## config.mk

```make
export PLATFORM = sky130hd
export DESIGN_NAME = div_sched
export DESIGN_NICKNAME = d
export VERILOG_FILES = /design/src/rtl/div_sched_pkg.sv /design/src/rtl/div_sched_table.sv /design/src/rtl/div_sched.sv
export SDC_FILE = /design/constraint.sdc
export NUM_CORES = 1
export LEC_CHECK = 0
export ABC_AREA = 1
export ABC_CLOCK_PERIOD_IN_PS = 7750
export BUFFER_PORTS_ARGS = -buffer_cell sky130_fd_sc_hd__buf_2
export CAP_MARGIN = 20
export CORE_ASPECT_RATIO = 1.25
export CORE_MARGIN = 8
export CORE_UTILIZATION = 30
export DETAILED_ROUTE_END_ITERATION = 8
export PLACE_DENSITY = 0.52
export SLEW_MARGIN = 0
export SYNTH_ARGS = -nofsm -noshare
export SYNTH_HDL_FRONTEND = slang
export SYNTH_SLANG_ARGS = --single-unit
```

## constraint.sdc

```tcl
create_clock -name CLK -period 7.75 [get_ports CLK]
set_input_delay 1.55 -clock CLK [delete_from_list [all_inputs] [get_ports CLK]]
set_output_delay 1.55 -clock CLK [all_outputs]
set_load 0.01 [all_outputs]
```

## src/rtl/div_sched_pkg.sv

```systemverilog
// Shared types and constants for the divider sequencer.
package div_sched_pkg;

    typedef enum logic [1:0] {
        IDLE,
        LOAD,
        RUN
    } state_t;

    localparam int unsigned SLOT_DW = 32;
    localparam int unsigned SLOT_CW = 16;

    typedef struct packed {
        logic [SLOT_DW-1:0] div;
        logic [SLOT_CW-1:0] cnt;
    } slot_t;

    localparam int unsigned DIV_RESET = 1;
    localparam int unsigned CNT_END   = 0;

endpackage

```

## src/rtl/div_sched_table.sv

```systemverilog
// Slot register file: synchronous write, combinational reads of the
// current slot, its successor and slot 0.
module div_sched_table
    import div_sched_pkg::*;
#(
    parameter int unsigned N_SLOTS = 4,
    parameter int unsigned DW      = 32,
    parameter int unsigned CW      = 16,
    parameter int unsigned AW      = $clog2(N_SLOTS)
) (
    input  logic          clk,
    input  logic          reset,
    input  logic          wr_en,
    input  logic [AW-1:0] wr_addr,
    input  logic [DW-1:0] wr_div,
    input  logic [CW-1:0] wr_cnt,
    input  logic [AW-1:0] cur_addr,
    output logic [CW-1:0] cur_cnt,
    output logic [AW-1:0] nxt_addr,
    output logic [DW-1:0] nxt_div,
    output logic          nxt_ok,
    output logic [DW-1:0] head_div,
    output logic [CW-1:0] head_cnt
);

    logic [DW-1:0] div_q [N_SLOTS];
    logic [CW-1:0] cnt_q [N_SLOTS];

    always_ff @(posedge clk) begin
        if (reset) begin
            for (int unsigned i = 0; i < N_SLOTS; i++) begin
                div_q[i] <= DW'(DIV_RESET);
                cnt_q[i] <= CW'(CNT_END);
            end
        end else if (wr_en) begin
            div_q[wr_addr] <= wr_div;
            cnt_q[wr_addr] <= wr_cnt;
        end
    end

    // Successor index wraps in AW bits, so the last slot is excluded explicitly.
    assign nxt_addr = cur_addr + AW'(1);
    assign cur_cnt  = cnt_q[cur_addr];
    assign nxt_div  = div_q[nxt_addr];
    assign nxt_ok   = (cur_addr != AW'(N_SLOTS - 1)) && (cnt_q[nxt_addr] != CW'(CNT_END));
    assign head_div = div_q[0];
    assign head_cnt = cnt_q[0];

endmodule

```

## src/rtl/div_sched.sv

```systemverilog
// Divider sequencer: plays the slot table out as LOAD/RUN pairs, counting
// divided-clock ticks per slot, with optional looping back to slot 0.
module div_sched
    import div_sched_pkg::*;
#(
    parameter int unsigned N_SLOTS = 4,
    parameter int unsigned DW      = 32,
    parameter int unsigned CW      = 16,
    localparam int unsigned AW     = $clog2(N_SLOTS)
) (
    input  logic          CLK,
    input  logic          RESET,
    input  logic          WR_EN,
    input  logic [AW-1:0] WR_ADDR,
    input  logic [DW-1:0] WR_DIV,
    input  logic [CW-1:0] WR_CNT,
    input  logic          START,
    input  logic          STOP,
    input  logic          LOOP,
    input  logic          TICK,
    output logic [DW-1:0] DIV_DIN,
    output logic          DIV_CONFIG,
    output logic          DIV_ENABLE,
    output logic          BUSY,
    output logic [AW-1:0] SLOT,
    output logic          DONE
);

    state_t        state_q, state_d;
    logic [AW-1:0] slot_q, slot_d;
    logic [CW-1:0] tick_q, tick_d;
    logic [DW-1:0] din_q, din_d;
    logic          cfg_q, cfg_d;
    logic          en_q, en_d;
    logic          done_q, done_d;
    logic          busy_q, busy_d;

    logic [CW-1:0] cur_cnt;
    logic [AW-1:0] nxt_addr;
    logic [DW-1:0] nxt_div;
    logic          nxt_ok;
    logic [DW-1:0] head_div;
    logic [CW-1:0] head_cnt;

    div_sched_table #(
        .N_SLOTS (N_SLOTS),
        .DW      (DW),
        .CW      (CW),
        .AW      (AW)
    ) u_table (
        .clk      (CLK),
        .reset    (RESET),
        .wr_en    (WR_EN && (state_q == IDLE)),
        .wr_addr  (WR_ADDR),
        .wr_div   (WR_DIV),
        .wr_cnt   (WR_CNT),
        .cur_addr (slot_q),
        .cur_cnt  (cur_cnt),
        .nxt_addr (nxt_addr),
        .nxt_div  (nxt_div),
        .nxt_ok   (nxt_ok),
        .head_div (head_div),
        .head_cnt (head_cnt)
    );

    function automatic logic [DW-1:0] nz_div(input logic [DW-1:0] d);
        return (d == '0) ? DW'(DIV_RESET) : d;
    endfunction

    always_comb begin
        state_d = state_q;
        slot_d  = slot_q;
        tick_d  = tick_q;
        din_d   = din_q;
        cfg_d   = 1'b0;
        en_d    = 1'b0;
        done_d  = 1'b0;
        if (STOP) begin
            state_d = IDLE;
        end else begin
            case (state_q)
                IDLE: begin
                    if (START) begin
                        if (head_cnt != CW'(CNT_END)) begin
                            state_d = LOAD;
                            slot_d  = '0;
                            din_d   = nz_div(head_div);
                            cfg_d   = 1'b1;
                            tick_d  = '0;
                        end else begin
                            done_d = 1'b1;
                        end
                    end
                end
                LOAD: begin
                    state_d = RUN;
                    en_d    = 1'b1;
                end
                RUN: begin
                    en_d = 1'b1;
                    if (TICK) begin
                        tick_d = tick_q + CW'(1);
                        if (tick_d == cur_cnt) begin
                            en_d   = 1'b0;
                            tick_d = '0;
                            if (nxt_ok) begin
                                state_d = LOAD;
                                slot_d  = nxt_addr;
                                din_d   = nz_div(nxt_div);
                                cfg_d   = 1'b1;
                            end else if (LOOP) begin
                                state_d = LOAD;
                                slot_d  = '0;
                                din_d   = nz_div(head_div);
                                cfg_d   = 1'b1;
                            end else begin
                                state_d = IDLE;
                                done_d  = 1'b1;
                            end
                        end
                    end
                end
                default: state_d = IDLE;
            endcase
        end
        busy_d = (state_d != IDLE);
    end

    always_ff @(posedge CLK) begin
        if (RESET) begin
            state_q <= IDLE;
            slot_q  <= '0;
            tick_q  <= '0;
            din_q   <= DW'(DIV_RESET);
            cfg_q   <= 1'b0;
            en_q    <= 1'b0;
            done_q  <= 1'b0;
            busy_q  <= 1'b0;
        end else begin
            state_q <= state_d;
            slot_q  <= slot_d;
            tick_q  <= tick_d;
            din_q   <= din_d;
            cfg_q   <= cfg_d;
            en_q    <= en_d;
            done_q  <= done_d;
            busy_q  <= busy_d;
        end
    end

    assign DIV_DIN    = din_q;
    assign DIV_CONFIG = cfg_q;
    assign DIV_ENABLE = en_q;
    assign BUSY       = busy_q;
    assign SLOT       = slot_q;
    assign DONE       = done_q;

endmodule

```

After elaboration in Yosys (flattened, before gate mapping)
Memories as Yosys holds them, arrays and structs flattened. A register that Yosys moved wholly into a read port is not among the register bits.
Cells that the tools add are included.
Widths: inputs -> output; s select.

cells by class
  $add $sub $neg = 2
  $mul = 0
  divide/modulo/power cells = 0
  order comparisons = 0
  equality and inequality tests = 9
  shift-type cells = 0
  muxes and demuxes = 59
  bitwise operators = 1
  reductions and logical operators = 14

operators by type and width
  operator               count
  $mux 32                9
  $mux 16                5
  $logic_not 32->1       2
  $pmux 32 s2            1
  $pmux 16 s2            1
  $reduce_bool 16->1     2
  $reduce_or 32->1       1
  $mux 2                 15
  $mux 1                 23
  $add 16x1->16 const B  1
  $eq 16x16->1           1
  $reduce_or 16->1       1
  $ne 2x2->1 const B     4
  $reduce_and 7->1       1
  $pmux 1 s2             3
  $pmux 2 s3             1
  $reduce_and 5->1       1
  $pmux 2 s2             1
  $reduce_bool 2->1      2
  $ne 3x3->1 const B     1
  $add 2x1->2 const B    1
  $eq 2x1->1 const B     1
  $eq 2x2->1 const B     1
  $logic_and 1x1->1      2
  4 further kinds        4

storage, ports and cells
  register bits after elaboration = 56
  bits in latches = 0
  bits in writable memories = 192
  bits in read-only memories = 0
  input bits = 57
  output and inout port bits = 38
  word-level logic and storage cells = 95
  memories kept = 2

memories
  name           words  width  rd ports  clocked after memory_dff  wr ports  RTL line               source
  u_table.div_q  4      32     2         0                         4         div_sched_table.sv:26  logic [DW-1:0] div_q [N_SLOTS];
  u_table.cnt_q  4      16     3         1                         4         div_sched_table.sv:27  logic [CW-1:0] cnt_q [N_SLOTS];

Depth between registers and ports, before layout
Gate-level depths: netlist (run 1).
An unclocked memory read counts as a cell.

  depth in word-level cells = 10
  depth in mapped cells = 19
  depth with buffers taken out = 18

By module
A second synthesis (run 1) with hierarchy kept.

unflattened totals
  cells, all modules = 1426
  area total of the unflattened synthesis = 12268.0 um^2

by module, submodules not included
  module           times used  cells each  area each (um^2)  seq. area each (um^2)
  div_sched_table  1           822         8565.7            5765.5
  div_sched        1           604         3702.3            1121.1

Least setup slack after synthesis (run 1)
No wires, ideal clock.

  path type = input -> register
  from = input port WR_ADDR[1]
  to = memory u_table.cnt_q[2][0], enable pin
  library setup time = 0.520 ns
  arrival time = 5.359 ns
  data required time = 7.230 ns
  path slack = 1.871 ns
  stages on the path = 5
  path buffers = 1
  path through = inv_1 nor2_1 inv_1 clkbuf_1 o21ai_0

RTL lines
  item                RTL line               source
  start: declaration  div_sched.sv:14        input logic [AW-1:0] WR_ADDR,
  end: declaration    div_sched_table.sv:27

Worst setup path after layout (run 1)
  from = register slot_q[0] (netlist: SLOT[0])
  to = register din_q[3] (netlist: DIV_DIN[3])

between the ends
  longest elaborated chain between the ends = 8

RTL lines
  item                                                           RTL line                                source
  start: declaration                                             div_sched.sv:30                         logic [AW-1:0] slot_q, slot_d;
  start signal: assignment                                       div_sched.sv:141                        slot_q <= slot_d;
  $add 2x1->2                                                    div_sched_table.sv:42                   assign nxt_addr = cur_addr + AW'(1);
  $mem_v2 4x32 / $mem_v2 4x16 (equally long branches)            --
  $logic_not 32->1 / $reduce_bool 16->1 (equally long branches)  div_sched.sv:67, div_sched_table.sv:45
  $mux 32 / $logic_and 1x1->1 (equally long branches)            div_sched.sv:67, div_sched_table.sv:45
  $mux 32                                                        div_sched.sv:106                        if (nxt_ok) begin
  $mux 32                                                        div_sched.sv:103                        if (tick_d == cur_cnt) begin
  $mux 32                                                        div_sched.sv:101                        if (TICK) begin
  $pmux 32 s2                                                    div_sched.sv:81                         case (state_q)
  end signal: assignment                                         div_sched.sv:134                        din_q <= DW'(DIV_RESET);
  end signal: assignment                                         div_sched.sv:143                        din_q <= din_d;
  end: declaration                                               div_sched.sv:32                         logic [DW-1:0] din_q, din_d;

Parallel ways exist; a longest one is shown, timed or not. The select of a mux whose other input is x is not followed.
A chain may end at the register's enable or synchronous reset.

==> metrics.txt, run 1 <==
pin count of the biggest net entering global routing 68; routability cong. 0.8660; sequential share of the synthesized area 54.45%; Initial Util 30.34%; ANT nets after route 0; Synth Area in Adders 0.5901%; Final Hold Vio Count 0; CTS tree yes; Die Ht 246.2 um; Mapped Avg Cell Area 7.863 um^2; Post-Route WL 38,730 um; FP Rows 84; Root Driver clkbuf_16; clk_lat worst skew 0.57 ns; RSZ-0062 raised after global routing no; simple logic cell fraction of the synthesized area 32.53%; async set or reset register ratio after synthesis 0%; nature of the critical path startpoint flip-flop; final setup fails 0; Clock H-tree levels 1; Final Power 3.283 mW; clock slew at reported path FFs 0.06 ns; CTS resizes 0; Worst VDD drop 0.0001347 V; Vias 10,730; Crit Path Class reg2reg; power per cell area 224.9 nW/um^2; Worst Path Arrival 4.60 ns; Num CTS Buffers 28; fin nets 1,744; TNS Setup 0 ns; vias in the first global route 10,700; post-synthesis mux area share 0%; antenna cells 0; post-CTS setup buffers 0; Core ar. 41,940 um^2; status finished clean; layout cell share with drive strength beyond 1 10.28%; GR Util All Layers 15.31%; Max clock buf depth 3; most frequent cells in the layout nand2_1, nor2_1, edfxtp_1; hold_ws 0.4711 ns; #FFs+latches synth 250; Max Clk Rate 244.5 MHz; routed length per instance 17.12 um; die area 49,290 um^2; die width 200.2 um; Cell variety after synth 33; crit share post-route 52.77%; post-synthesis compound-gate area fraction 3.904%; vias per std cell 4.744; largest family of logic cells by synthesized area simple AND/OR/NAND/NOR gates; Slew Viols, Final 0; CP endpoint kind flip-flop; number of I/O port buffers 94; Yosys warnings 0; Layout Utilization 34.80%; Worst Path Max Fanout 49; area grow syn2layout 14.72%; dominant synthesized flop cell edfxtp_1; Post-route DRC 0; Mapped Area 12,720 um^2; synthesized instance count 1,618; antenna violations before repair 0; dpl hpwl 26,130 um; DRT iter0 DRCs 706; slew margin rel. 39.36%; min-delay worst type reg2reg; Sink Count 250; global-route wire length before repair 60,020 um; Worst Tran Pin Value 0.9082 ns; Critical Path RT 8.26 ns; CTS Hold Buffers Added 0; most common cell after layout, fill and taps aside nand2_1; Post-Synth XOR/XNOR Area 0.06884%; DR pass1 iterations 5; max_cap viols 0; global route total overflow 0; Mapped Nets 1,681; Post-synth EDFFs 192; LEAKAGE 6.471 nW; Tmin final 4.090 ns; number of top-level pins 95; clk_skew 0.03153 ns
## final timing paths
check        cells after the start               startpoint                      end  slack [ns]
max reg2reg                     14     SLOT[0]$_SDFFE_PP0P_  DIV_DIN[3]$_SDFFE_PP0P_        3.66
max                             14     SLOT[0]$_SDFFE_PP0P_  DIV_DIN[3]$_SDFFE_PP0P_        3.66
min reg2reg                      2  DIV_DIN[0]$_SDFFE_PP1P_  DIV_DIN[0]$_SDFFE_PP1P_        0.47
min                              2  DIV_DIN[0]$_SDFFE_PP1P_  DIV_DIN[0]$_SDFFE_PP1P_        0.47
## cell families (layout without fill, tap and decap cells)
logic type / after synthesis / after routing
DFF: 250 / 250
adders and majority gates: 6 / 6
and+or+nand+nor: 1003 / 1003
xor gates and xnor gates: 1 / 1
AOI/OAI and AO/OA: 88 / 88
buffers and inverters: 270 / 355
## state kept, by name (all words and copies together) (netlist names), named ones only
name and flops:
SLOT 2, u_table.cnt_q 64, DIV_DIN 32, u_table.div_q 128
tick_q 16, DIV_CONFIG 1, BUSY 1, DIV_ENABLE 1
state_q 2, DONE 1
## cells in the mapped netlist, types with 4 or more instances
library cell	instances	area, um^2
nor3_1	67	335.3
nor2_1	317	1190
inv_1	185	694.4
nor2_4	4	45.04
buf_2	20	100.1
nand3_1	114	570.6
o21ai_1	4	20.02
buf_1	9	33.78
buf_6	4	45.04
edfxtp_1	192	5766
a21oi_1	21	105.1
o21ai_0	26	130.1
clkinv_1	4	15.01
nand2_1	459	1723
dfxtp_1	58	1161
nand4_1	26	162.7
o22ai_1	31	193.9
clkbuf_1	43	161.4
ha_1	6	75.07
nor2_2	4	25.02
## layout make-up
| type | instances | area (um^2) |
|---|---|---|
| Clock buffer | 38 | 758.2 |
| Clock inverter | 14 | 118.9 |
| Fill cell | 4395 | 27340 |
| Inverter | 192 | 720.7 |
| Multi-Input combinational cell | 1098 | 4752 |
| Sequential cell | 250 | 6928 |
| Tap cell | 559 | 699.4 |
| Timing Repair Buffer | 111 | 618.1 |
## critical path: stages (launching register included)
cell and delay (ns):
dfxtp_2 0.49, buf_4 0.53, ha_1 0.23, buf_4 0.35, clkinv_1 0.12, buf_4 0.29
nand3_1 0.14, nand3b_1 0.17, nor2_2 0.13, buf_4 0.39, nand2_1 0.47, buf_16 0.31
o22ai_1 0.14, nor2_1 0.07, nor2_1 0.13
## metal layers
layer	routed length, um	vias up	global-route usage (%)
li1	-	5336	-
met1	16520	5045	18.22
met2	19310	279	27.91
met3	1697	72	2.050
met4	1200	0	5.457
met5	0	-	0
## power by group
| group | internal, mW | switching (mW) |
|---|---|---|
| Clock | 0.722 | 0.555 |
| Sequential | 1.53 | 0.0455 |
| Combinational | 0.126 | 0.307 |
## through the flow
stage,area (um^2),instances,setup WS [ns]
floorplan,12720,1618,1.871
global placement,13690,2209,3.341
detailed placement,13720,2210,3.270
CTS,14600,2262,3.686
global route,14600,2262,3.379
finish,14600,2262,3.660
Note: power is estimated with default switching activity, not from simulation.
==> run 2, diff against run 1 <==
--- a/config.mk
+++ b/config.mk
@@ -6,7 +6,7 @@
 export NUM_CORES = 1
 export LEC_CHECK = 0
 export ABC_AREA = 1
-export ABC_CLOCK_PERIOD_IN_PS = 7750
+export ABC_CLOCK_PERIOD_IN_PS = 3850
 export BUFFER_PORTS_ARGS = -buffer_cell sky130_fd_sc_hd__buf_2
 export CAP_MARGIN = 20
 export CORE_ASPECT_RATIO = 1.25
==> constraint.sdc (replaced) <==
create_clock -name CLK -period 3.85 [get_ports CLK]
set_input_delay 0.77 -clock CLK [delete_from_list [all_inputs] [get_ports CLK]]
set_output_delay 0.77 -clock CLK [all_outputs]
set_load 0.01 [all_outputs]
==> run 2 against run 1 <==
Effect of this change:
- via count down 0.93%
- combinational power up 100%
- critical path type unchanged
- sequential share of layout area down 0.61 points
==> metrics.txt, run 2 (synthesis results as in run 1) <==
status finished clean; Sw Ratio 27.21% (-0.43 points); Worst VDD drop 0.0002923 V (+120%); slew margin rel. 29.10% (-10 points); clock share of power 41.0% (+2.1 points); Root Driver clkbuf_16; Worst Tran Pin Value 1.063 ns (+0.1553 ns); area grow syn2layout 16.21%; Sequential Power Share 46.2% (-1.7 points); post-CTS setup buffers 0 (unchanged); most frequent cells in the layout nand2_1, nor2_1, edfxtp_1; antenna violations before repair 1 (+1); GR Util All Layers 15.03% (-0.28 points); Worst Path Arrival 3.86 ns (-0.74 ns); die width 200.2 um (unchanged); TNS Setup 0 ns (unchanged); Most flops, register u_table.div_q; Tmin final 3.386 ns (-0.7044 ns); FP Rows 84 (unchanged); RSZ-0062 raised after global routing no; Max clock buf depth 3 (unchanged); Post-Route WL 38,000 um (-1.9%); Slew Viols, Final 0 (unchanged); fin nets 1,755 (+0.63%); Layout Utilization 35.25% (+0.45 points); vias in the first global route 10,520 (-1.7%); CTS resizes 0 (unchanged); LEAKAGE 6.572 nW (+1.6%); nature of the critical path startpoint flip-flop; pin count of the biggest net entering global routing 96 (+41%); min-delay worst type in2reg; Max Clk Rate 295.4 MHz (+21%); max_cap viols 0 (unchanged); clk_skew 0.03263 ns (+0.001094 ns); number of top-level pins 95 (unchanged); crit share post-route 87.94% (+35 points); Sink Count 250 (unchanged); clock slew at reported path FFs 0.06 ns (about the same); CP endpoint kind flip-flop; Reg2Reg Depth 12 (-2); global-route wire length before repair 59,080 um (-1.6%); final setup fails 0 (unchanged); Layout fillers 4,389 (-0.14%); CTS tree yes; Worst Path Max Fanout 28 (-43%); Final Hold Vio Count 0 (unchanged); die area 49,290 um^2 (unchanged); power per cell area 463.3 nW/um^2 (+110%); DR pass1 iterations 5 (unchanged); CTS Hold Buffers Added 0 (unchanged); vias per std cell 4.678 (-1.4%); Vias 10,630 (-0.93%); clk_lat worst skew 0.58 ns (about the same); global route total overflow 0 (unchanged); layout cell share with drive strength beyond 1 11.09% (+0.81 points); Critical Path RT 4.32 ns (-3.94 ns); Clock H-tree levels 1 (unchanged); max reg flops 128 (unchanged); Pint 4.986 mW (+110%); switching component of the power 1.864 mW (+110%); antenna cells 0 (unchanged); DRT iter0 DRCs 643 (-8.9%); ANT nets after route 0 (unchanged); Core ar. 41,940 um^2 (unchanged); Post-route DRC 0 (unchanged); Min-Delay Path Depth 3 (+1); DP Cell Count 2,221 (+0.50%); Crit Path Class reg2reg; hold_ws 0.4706 ns (-0.0005350 ns); routed length per instance 16.72 um (-2.3%); Final Non-Filler Cells 2,273 (+0.49%); most common cell after layout, fill and taps aside nand2_1; Die Ht 246.2 um (unchanged); routability cong. 0.8660 (unchanged); dpl hpwl 25,920 um (-0.81%); combinational share of power 12.8% (-0.4 points); Num CTS Buffers 28 (unchanged); Initial Util 30.34% (unchanged); number of I/O port buffers 94 (unchanged)
## run 2: changes by cell type in the layout (fill, tap and decap cells not counted)
cell / change
buf_16: -1
buf_12: +3
clkbuf_1: -2
inv_8: +1
clkbuf_8: -1
clkinv_1: -2
clkinv_4: +3
bufinv_16: +3
buf_4: +9
clkinv_2: -2
## run 2: power by group through the flow
stage,sequential [mW],clock (mW),combinational [mW]
3_3_place_gp,3.22,0,0.876
4_1_cts,3.16,2.86,0.886
6_report,3.16,2.81,0.876
5_1_grt,3.18,2.97,0.988
2_1_floorplan,3.21,0,0.573
3_5_place_dp,3.22,0,0.882
## run 2: worst paths after layout
| kind | from | to | slack, ns |
|---|---|---|---|
| setup / recovery | SLOT[0]$_SDFFE_PP0P_ | DIV_DIN[15]$_SDFFE_PP0P_ | 0.46 |
| hold / removal | START | DONE$_SDFF_PP0_ | 0.47 |
| setup reg to reg | SLOT[0]$_SDFFE_PP0P_ | DIV_DIN[15]$_SDFFE_PP0P_ | 0.46 |
| hold reg to reg | DIV_DIN[0]$_SDFFE_PP1P_ | DIV_DIN[0]$_SDFFE_PP1P_ | 0.47 |
## run 2: worst max-delay path: stages, from the launching register on
cell and delay [ns]:
dfxtp_2 0.43, ha_1 0.35, clkinv_1 0.40, buf_4 0.38
a21oi_1 0.28, nand3_1 0.17, nor3_1 0.28, nand3_1 0.18
nand2_1 0.21, buf_12 0.22, o22ai_1 0.16, nor2_1 0.14
nor2_1 0.06
## run 2: cell type report
cell class	instances	area [um^2]	area share (%)
sequential	250	6928	46.86
multi-input combinational	1098	4752	32.14
clock buffer	35	737.0	4.985
inverter	192	720.7	4.875
timing repair buffer	122	718.2	4.858
tap	559	699.4	4.731
clock inverter	17	229.0	1.549
## run 2: layer usage
| metal | track usage (%) | wire (um) | vias up |
|---|---|---|---|
| li1 | - | - | 5345 |
| met1 | 17.95 | 16090 | 4965 |
| met2 | 27.26 | 19030 | 251 |
| met3 | 2.103 | 1711 | 69 |
| met4 | 5.370 | 1161 | 2 |
| met5 | 0 | 13 | - |
## run 2: through the flow
step | power, mW | cell area (um^2) | setup slack, ns
detailed placement | 4.103 | 13820 | 0.4760
global placement | 4.095 | 13820 | 0.4356
global route | 7.134 | 14780 | 0.2377
finish | 6.850 | 14780 | 0.4644
CTS | 6.914 | 14780 | 0.4541
floorplan | 3.783 | 12730 | 0.03985
==> run 3, diff against run 2 <==
--- a/config.mk
+++ b/config.mk
@@ -5,7 +5,6 @@
 export SDC_FILE = /design/constraint.sdc
 export NUM_CORES = 1
 export LEC_CHECK = 0
-export ABC_AREA = 1
 export ABC_CLOCK_PERIOD_IN_PS = 3850
 export BUFFER_PORTS_ARGS = -buffer_cell sky130_fd_sc_hd__buf_2
 export CAP_MARGIN = 20
==> run 3 against run 2 <==
Effect of this change:
- clock skew fell by 0.0087 ns
- synthesized cell count fell by 44%
- sequential power barely moved
- sequential cell count did not move
- via count fell by 27%
- final cell count fell by 33%
- hold slack got worse by 0.0046 ns
- power fell by 8.5%
- first-iteration DRC count fell by 13%
- critical path type unchanged
- largest cell class unchanged
==> metrics.txt, run 3 <==
status finished clean; most common cell after layout, fill and taps aside edfxtp_1; FP Rows 81 (-3.6%); final instance area 13,820 um^2 (-6.6%); async set or reset register ratio after synthesis 0% (unchanged); Final Hold Vio Count 0 (unchanged); CTS Hold Buffers Added 0 (unchanged); Post-Route WL 32,740 um (-14%); Num CTS Buffers 26 (-7.1%); ANT nets after route 0 (unchanged); Yosys warnings 0 (unchanged); max_cap viols 0 (unchanged); die area 45,780 um^2 (-7.1%); global route total overflow 0 (unchanged); layout cell share with drive strength beyond 1 22.96% (+12 points); most numerous cell in the Yosys netlist edfxtp_1; DP Cell Count 1,463 (-34%); most frequent cells in the layout edfxtp_1, and2_1, buf_2; routability cong. 0.8300 (-4.2%); Post-route DRC 0 (unchanged); pre-CTS setup slack 0.2625 ns (-0.2135 ns); Final Power 6.269 mW (-8.5%); Post-Place Cell Area 12,870 um^2 (-6.9%); routed length per instance 21.61 um (+29%); die width 193.0 um (-3.6%); slew margin rel. 32.45% (+3.4 points); Mapped Avg Cell Area 12.96 um^2 (+65%); Worst Path Max Fanout 28 (unchanged); Mapped Area 11,750 um^2 (-7.7%); clk_skew 0.02396 ns (-0.008668 ns); CTS tree yes; Die Ht 237.2 um (-3.7%); Max Clk Rate 279.4 MHz (-5.4%); Tmin final 3.579 ns (+0.1933 ns); top cell type's share of synthesized area 49.09% (+3.8 points); Slew Viols, Final 0 (unchanged); synth cell count leaders edfxtp_1, and2_1, dfxtp_1; number of top-level pins 95 (unchanged); min-delay worst type reg2reg; Critical Path RT 4.31 ns (about the same); hold_ws 0.4660 ns (-0.004640 ns); clk_lat worst skew 0.55 ns (-0.03 ns); Crit Path Class reg2reg; Final Non-Filler Cells 1,515 (-33%); clock slew at reported path FFs 0.06 ns (about the same); Core ar. 38,920 um^2 (-7.2%); antenna violations before repair 2 (+1); Layout Utilization 35.50% (+0.25 points); area grow syn2layout 17.63%; RSZ-0062 raised after global routing no; setup ws final 0.2711 ns (-0.1933 ns); CP endpoint kind flip-flop; TNS Setup 0 ns (unchanged); Most flops, register u_table.div_q; global-route wire length before repair 50,150 um (-15%); Synth area leaders edfxtp_1, and2_1, dfxtp_1; Post-synth EDFFs 192 (unchanged); vias in the first global route 8,003 (-24%); vias per std cell 5.148 (+10%); final setup fails 0 (unchanged); LEAKAGE 4.892 nW (-26%); Cell variety after synth 51 (+55%); #FFs+latches synth 250 (unchanged); post-CTS setup buffers 0 (unchanged); crit share post-route 92.96% (+5.0 points); Max clock buf depth 3 (unchanged); DRT iter0 DRCs 562 (-13%); max reg flops 128 (unchanged); synthesized instance count 906 (-44%); Initial Util 30.18% (-0.16 points); Worst VDD drop 0.0003032 V (+3.7%); Worst Tran Pin Value 1.010 ns (-0.05299 ns); Synth area leader edfxtp_1; number of I/O port buffers 94 (unchanged); fin nets 1,058 (-40%); power per cell area 453.7 nW/um^2 (-2.1%); GR Util All Layers 14.27% (-0.77 points); Sink Count 250 (unchanged); Worst Path Arrival 4.04 ns (+0.18 ns); pin count of the biggest net entering global routing 52 (-46%); Mapped Nets 969 (-42%); Layout fillers 3,858 (-12%); sequential share of the synthesized area 58.98% (+4.5 points); dpl hpwl 22,210 um (-14%); Root Driver clkbuf_16; Clock H-tree levels 1 (unchanged); Vias 7,799 (-27%); dominant synthesized flop cell edfxtp_1; CTS resizes 0 (unchanged); nature of the critical path startpoint flip-flop; DR pass1 iterations 7 (+2)
run 3: worst paths after layout:
path,from,endpoint,slack [ns],cells past startpoint
max,flip-flop,SLOT[0]$_SDFFE_PP0P_,0.27,9
min,DIV_DIN[24]$_SDFFE_PP0P_,DIV_DIN[24]$_SDFFE_PP0P_,0.47,2
max reg2reg,flip-flop,SLOT[0]$_SDFFE_PP0P_,0.27,9
min reg2reg,DIV_DIN[24]$_SDFFE_PP0P_,DIV_DIN[24]$_SDFFE_PP0P_,0.47,2
run 3: kinds of logic (layout without fill, tap and decap cells):
family	count (synthesis)	count (layout)	share of synthesized area (%)
xor gates and xnor gates	37	37	3.068
AOI/OAI and AO/OA	130	130	6.967
buffers and inverters	71	180	2.535
and+or+nand+nor	363	363	18.43
muxes	49	49	9.385
other	0	2	0
adders and majority gates	6	6	0.6392
DFF	250	250	58.98
run 3: final cells by class:
class                      instances  area [um^2]  area share [%]
clock inverter                    11        146.4           1.060
inverter                           7        26.28          0.1902
clock buffer                      37        763.2           5.524
antenna                            2        5.005         0.03623
sequential                       250         6928           50.14
tap                              498        623.1           4.510
timing repair buffer             125        755.7           5.470
multi-input combinational        585         4568           33.06
run 3: worst max-delay path, stage by stage, from the launching register on:
cell and delay (ns):
dfxtp_1 0.60, mux4_2 0.58, xnor2_1 0.24, xor2_1 0.10
o31a_1 0.34, nor4_4 0.53, a41oi_4 0.19, buf_4 0.25
or4_1 0.48, a21oi_1 0.20
run 3: report_power, final:
| group | leakage, nW | internal [mW] | switching, mW |
|---|---|---|---|
| combinational | 2.01 | 0.179 | 0.282 |
| clock | 0.448 | 1.59 | 1.09 |
| sequential | 2.44 | 3.06 | 0.0764 |
run 3: metal layers:
layer  routed length (um)  global-route usage (%)  part of all wire, %
met1                14110                   18.29                   43
met2                16060                   23.84                   49
met3                 1569                   2.258                  4.8
met4                  996                   5.487                  3.0
met5                    0                       0                    0
